File: config.mk
export PLATFORM = sky130hd
export DESIGN_NAME = spi_bus_sniffer
export DESIGN_NICKNAME = d
export VERILOG_FILES = /design/src/rtl/spi_bus_sniffer.sv
export SDC_FILE = /design/constraint.sdc
export NUM_CORES = 1
export LEC_CHECK = 0
export ABC_AREA = 1
export BUFFER_PORTS_ARGS = -buffer_cell sky130_fd_sc_hd__buf_2
export CAP_MARGIN = 30
export CORE_MARGIN = 2
export CORE_UTILIZATION = 28
export DETAILED_ROUTE_END_ITERATION = 6
export SYNTH_ARGS = -nofsm -noshare
export SYNTH_HDL_FRONTEND = slang
export SYNTH_SLANG_ARGS = --single-unit
File: constraint.sdc
create_clock -name clk_12 -period 2.8 [get_ports clk_12]
set_clock_uncertainty 0.05 [all_clocks]
set_input_delay 0.14 -clock clk_12 [delete_from_list [all_inputs] [get_ports clk_12]]
set_output_delay 0.14 -clock clk_12 [all_outputs]
set_load 0.02 [all_outputs]
File: src/rtl/spi_bus_sniffer.sv
// rtl/spi_bus_sniffer.sv - passive SPI bus monitor capturing MOSI/MISO frames into a FIFO
// Bus pins are oversampled in the clk_12 domain; the bus is never driven.
module spi_bus_sniffer #(
  parameter int FRAME_LEN   = 8,
  parameter int FIFO_DEPTH  = 16,
  parameter int SYNC_STAGES = 2
) (
  input  logic                 clk_12,
  input  logic                 rstn,
  input  logic                 sclk,
  input  logic                 MISO,
  input  logic                 MOSI,
  input  logic                 SS,
  input  logic [1:0]           mode,
  input  logic                 rd_en,
  input  logic                 clr_flags,
  output logic [FRAME_LEN-1:0] dout_mosi,
  output logic [FRAME_LEN-1:0] dout_miso,
  output logic                 dout_valid,
  output logic                 empty,
  output logic                 full,
  output logic                 overflow,
  output logic                 abort
);

  localparam int AW = $clog2(FIFO_DEPTH);
  localparam int CW = $clog2(FRAME_LEN);
  localparam logic [CW-1:0] LAST_BIT = CW'(FRAME_LEN - 1);

  typedef enum logic {IDLE, SHIFT} state_t;
  state_t state, state_nxt;

  logic [SYNC_STAGES-1:0][3:0] sync_q;
  logic [1:0]                  hist_q;
  logic                        ss_s, sclk_s, mosi_s, miso_s;
  logic                        ss_fall, ss_rise, sclk_rise, sclk_fall, sample_edge;

  logic [1:0]           mode_q;
  logic [FRAME_LEN-1:0] sh_mosi, sh_miso;
  logic [CW-1:0]        bit_cnt;
  logic                 push_q;
  logic                 start, stop, shift_en, frame_done, abort_set;

  logic [2*FRAME_LEN-1:0] mem [FIFO_DEPTH];
  logic [AW:0]            wr_ptr, rd_ptr;
  logic                   do_pop, do_push, overflow_set;

  // Packed as {SS, sclk, MOSI, MISO}; stage 0 is the pin-side flop.
  always_ff @(posedge clk_12 or negedge rstn) begin
    if (!rstn) begin
      sync_q <= '0;
      hist_q <= '0;
    end else begin
      sync_q <= {sync_q[SYNC_STAGES-2:0], {SS, sclk, MOSI, MISO}};
      hist_q <= {ss_s, sclk_s};
    end
  end

  assign {ss_s, sclk_s, mosi_s, miso_s} = sync_q[SYNC_STAGES-1];
  assign ss_fall   = hist_q[1] & ~ss_s;
  assign ss_rise   = ~hist_q[1] & ss_s;
  assign sclk_rise = sclk_s & ~hist_q[0];
  assign sclk_fall = ~sclk_s & hist_q[0];
  // Modes 1 and 2 sample on the falling edge, modes 0 and 3 on the rising edge.
  assign sample_edge = (mode_q[1] ^ mode_q[0]) ? sclk_fall : sclk_rise;

  always_ff @(posedge clk_12 or negedge rstn) begin
    if (!rstn) state <= IDLE;
    else       state <= state_nxt;
  end

  always_comb begin
    state_nxt = state;
    case (state)
      IDLE:    if (ss_fall) state_nxt = SHIFT;
      SHIFT:   if (ss_rise) state_nxt = IDLE;
      default: state_nxt = IDLE;
    endcase
  end

  always_comb begin
    start      = 1'b0;
    stop       = 1'b0;
    shift_en   = 1'b0;
    frame_done = 1'b0;
    abort_set  = 1'b0;
    case (state)
      IDLE: start = ss_fall;
      SHIFT: begin
        if (ss_rise) begin
          stop      = 1'b1;
          abort_set = (bit_cnt != '0);
        end else if (sample_edge) begin
          shift_en   = 1'b1;
          frame_done = (bit_cnt == LAST_BIT);
        end
      end
      default: ;
    endcase
  end

  // The shift registers still hold the finished word when push_q fires,
  // since the next sample edge is at least four clk_12 cycles away.
  always_ff @(posedge clk_12 or negedge rstn) begin
    if (!rstn) begin
      mode_q  <= '0;
      sh_mosi <= '0;
      sh_miso <= '0;
      bit_cnt <= '0;
      push_q  <= 1'b0;
    end else begin
      push_q <= frame_done;
      if (start) begin
        mode_q  <= mode;
        sh_mosi <= '0;
        sh_miso <= '0;
        bit_cnt <= '0;
      end else if (stop) begin
        bit_cnt <= '0;
      end else if (shift_en) begin
        sh_mosi <= {sh_mosi[FRAME_LEN-2:0], mosi_s};
        sh_miso <= {sh_miso[FRAME_LEN-2:0], miso_s};
        bit_cnt <= frame_done ? '0 : bit_cnt + 1'b1;
      end
    end
  end

  assign empty        = (wr_ptr == rd_ptr);
  assign full         = (wr_ptr == {~rd_ptr[AW], rd_ptr[AW-1:0]});
  assign do_pop       = rd_en & ~empty;
  assign do_push      = push_q & (~full | do_pop);
  assign overflow_set = push_q & full & ~do_pop;

  always_ff @(posedge clk_12) begin
    if (do_push) mem[wr_ptr[AW-1:0]] <= {sh_mosi, sh_miso};
  end

  always_ff @(posedge clk_12 or negedge rstn) begin
    if (!rstn) begin
      wr_ptr     <= '0;
      rd_ptr     <= '0;
      dout_mosi  <= '0;
      dout_miso  <= '0;
      dout_valid <= 1'b0;
      overflow   <= 1'b0;
      abort      <= 1'b0;
    end else begin
      dout_valid <= do_pop;
      if (do_push) wr_ptr <= wr_ptr + 1'b1;
      if (do_pop) begin
        rd_ptr                 <= rd_ptr + 1'b1;
        {dout_mosi, dout_miso} <= mem[rd_ptr[AW-1:0]];
      end
      overflow <= overflow_set | (overflow & ~clr_flags);
      abort    <= abort_set | (abort & ~clr_flags);
    end
  end

endmodule

==> results.py <==
metrics = {
    "clock_network": {
        "cts_root_buf": "clkbuf_16",
        "clkTransAtPathRegs_ps": 60,
        "cts_buffers": 35,
        "cts_buffer_depth": 3,
        "clkSinkCount": 318,
        "clk_latency_ps": 520,
        "cts_setup_buffers": 0,
        "cts_tree": "built",
        "htreeDepth": 2,
    },
    "die": {
        "rows": 81,
        "initial_utilization": 0.2839,
        "core_um2": 48950,
        "dieArea_um2": 51430,
        "die_w_um": 226.8,
        "dieHeight_um": 226.8,
        "io_pins": 31,
    },
    "synth": {
        "seq_area_frac_synth": 0.6648,
        "yosys-top-cells-area": "edfxtp_1 55%, nand2_1 14%, dfrtp_1 11%",
        "synth.top_cell.area_share": 0.5532,
        "synth_cell_types": 26,
        "syn_inst": 1425,
        "syn-num-nets": 1443,
        "syn_area_per_cell_um2": 9.752,
        "synth_edf_count": 256,
        "synth_largest_area_cell": "edfxtp_1",
        "ys.flop_type": "edfxtp_1",
        "ys_seq_elements": 318,
        "synthArstFlopShare": 0.1950,
        "ys_warn_count": 0,
        "synth_area_um2": 13900,
    },
    "sta": {
        "fmax_mhz": 458.3,
        "rsz0062_at_grt": "no",
        "timing.setup.tns_ps": 0,
        "whs_ps": 10.21,
        "timing.final.hold_violations": 0,
        "period_share": 0.7793,
        "slew_viol_final": 0,
        "finalSetupViolations": 0,
        "post-route-min-period_ps": 2182,
        "worstMarginPinSlew_ps": 988.2,
        "relSlewSlack": 0.3412,
    },
    "grt": {
        "grt.total_usage": 0.1228,
        "antenna_found_initial": 0,
        "grt_overflow_total": 0,
        "grt_max_degree": 130,
        "grt_pass1_vias": 8856,
        "grt_pass1_wl_um": 48780,
    },
    "route": {
        "drc": 0,
        "firstDrtPassIters": 5,
        "drtIter0Drc": 545,
        "postRouteAntennaNets": 0,
        "routedWlPerCell_um": 14.49,
        "drt-vias-per-instance": 4.253,
        "wl_um": 31290,
        "vias": 9182,
    },
    "critical_path": {
        "worstSetupEndpointType": "flip-flop",
        "cp-start-kind": "flip-flop",
        "crit_fanout": 64,
        "critPathArrivalTime_ps": 2590,
        "worst-setup-path-type": "reg -> reg",
        "critPathRequiredTime_ps": 3210,
    },
    "power": {
        "p_per_area_nw_per_um2": 824.3,
        "irDropWorstVdd_mv": 0.6096,
        "leakagePower_uw": 0.007277,
    },
    "finish": {
        "drive_gt1_frac": 0.08361,
        "fillers": 4925,
        "mostFrequentLayoutCell": "nand2_1",
        "num_antenna_cells": 0,
        "multiInputGateArea_um2": 3313,
        "areaGrowthSynthToFinish_pct": 15.67,
        "nets": 1486,
        "layout_common_cells": "513 x nand2_1, 267 x inv_1, 256 x edfxtp_1",
        "seq_area_um2": 9244,
    },
    "placed_design": {
        "port-buffer-count": 30,
        "routabilityCongestion": 0.7930,
        "dpl.hpwl_um": 18160,
    },
    "flow_run": {
        "maxCapViolCount": 0,
    },
    "worst_hold_path": {
        "hold_class": "in -> async",
    },
    "outcome": {
        "status": "finished, final reports clean",
    },
}
==> state kept, by name, indices dropped and copies added (netlist names), 2 cells and up <==
register   flops
mem          256
dout_miso      8
dout_mosi      8
sh_miso        8
sh_mosi        8
rd_ptr         5
wr_ptr         5
sync_q         4
bit_cnt        3
hist_q         2
mode_q         2
==> cell type report <==
class	count	share of cell area
Clock buffer	46	0.06024
Tap cell	664	0.05168
Multi-Input combinational cell	773	0.2061
Clock inverter	18	0.01292
Sequential cell	318	0.5750
Inverter	273	0.06382
Timing Repair Buffer	67	0.03020
==> kinds of logic after synthesis <==
kind of cell | Yosys count | synth area share
buffers and inverters | 334 | 0.09679
AND/OR/NAND/NOR | 730 | 0.2159
adder cells (fa/ha/maj) | 8 | 0.007203
flip-flops | 318 | 0.6648
XOR/XNOR | 10 | 0.006302
AO/OA/AOI/OAI | 25 | 0.009003
==> final timing paths <==
check,cells past startpoint,end,slack [ps],from
max,10,dout_mosi[6]$_DFFE_PN0P_,620,rd_ptr[1]$_DFFE_PN0P_
min in group clk_12,5,wr_ptr[4]$_DFFE_PN0P_,60,rd_en
min,2,sync_q[0]$_DFF_PN0_,10,rstn
max in group asynchronous,3,rd_ptr[0]$_DFFE_PN0P_,2110,rstn
min reg2reg,0,ss_s$_DFF_PN0_,300,sync_q[3]$_DFF_PN0_
max reg2reg,10,dout_mosi[6]$_DFFE_PN0P_,620,rd_ptr[1]$_DFFE_PN0P_
==> stage by stage <==
stage,instance area (um^2),power (uW),utilization,cells,setup WS [ps]
2_1_floorplan,13900,7824,-,1425,534.2
3_3_place_gp,14780,8626,0.3020,2085,657.4
3_5_place_dp,14780,8685,0.3020,2085,640.2
4_1_cts,16050,13390,0.3278,2158,613.6
5_1_grt,16080,13930,0.3284,2159,484.3
6_report,16080,13250,0.3284,2159,617.9
==> cells in the mapped netlist, drive strengths merged, types with 6 or more instances <==
cell type	count
buf	50
nand2	516
o21ai	19
nand3	177
edfxtp	256
nor2	33
dfrtp	62
clkbuf	11
inv	272
a21oi	6
ha	8
xor2	6
==> power by group <==
| part | internal (uW) | switching (uW) | leakage [uW] |
|---|---|---|---|
| Sequential | 5620 | 501 | 0.00317 |
| Clock | 2820 | 1850 | 0.000569 |
| Combinational | 734 | 1730 | 0.00354 |
| Total | 9170 | 4080 | 0.00728 |
==> worst max-delay path, cell delays in order (launching register included) <==
cell and delay (ps):
dfrtp_2 490, inv_2 80, buf_4 650, nand3_1 220, nand2_1 130, nand2_1 60, nand2_1 140, inv_1 70
nand2_1 70, nand2_1 50, nand2_1 80
==> per-layer routing <==
layer / part of all wire / GRT usage / vias to the layer above / wire length (um)
li1: - / - / 4552 / -
met1: 0.46 / 0.1635 / 4398 / 14300
met2: 0.48 / 0.2092 / 197 / 14940
met3: 0.050 / 0.02060 / 35 / 1556
met4: 0.016 / 0.02738 / 0 / 488
met5: 0 / 0 / - / 0
==> timing repair <==
action                    4_1_cts  5_1_grt
hold buffers                    9        0
gates resized for setup         0        0
hold endpoints to repair       70        0
(Power assumes the default switching activity.)
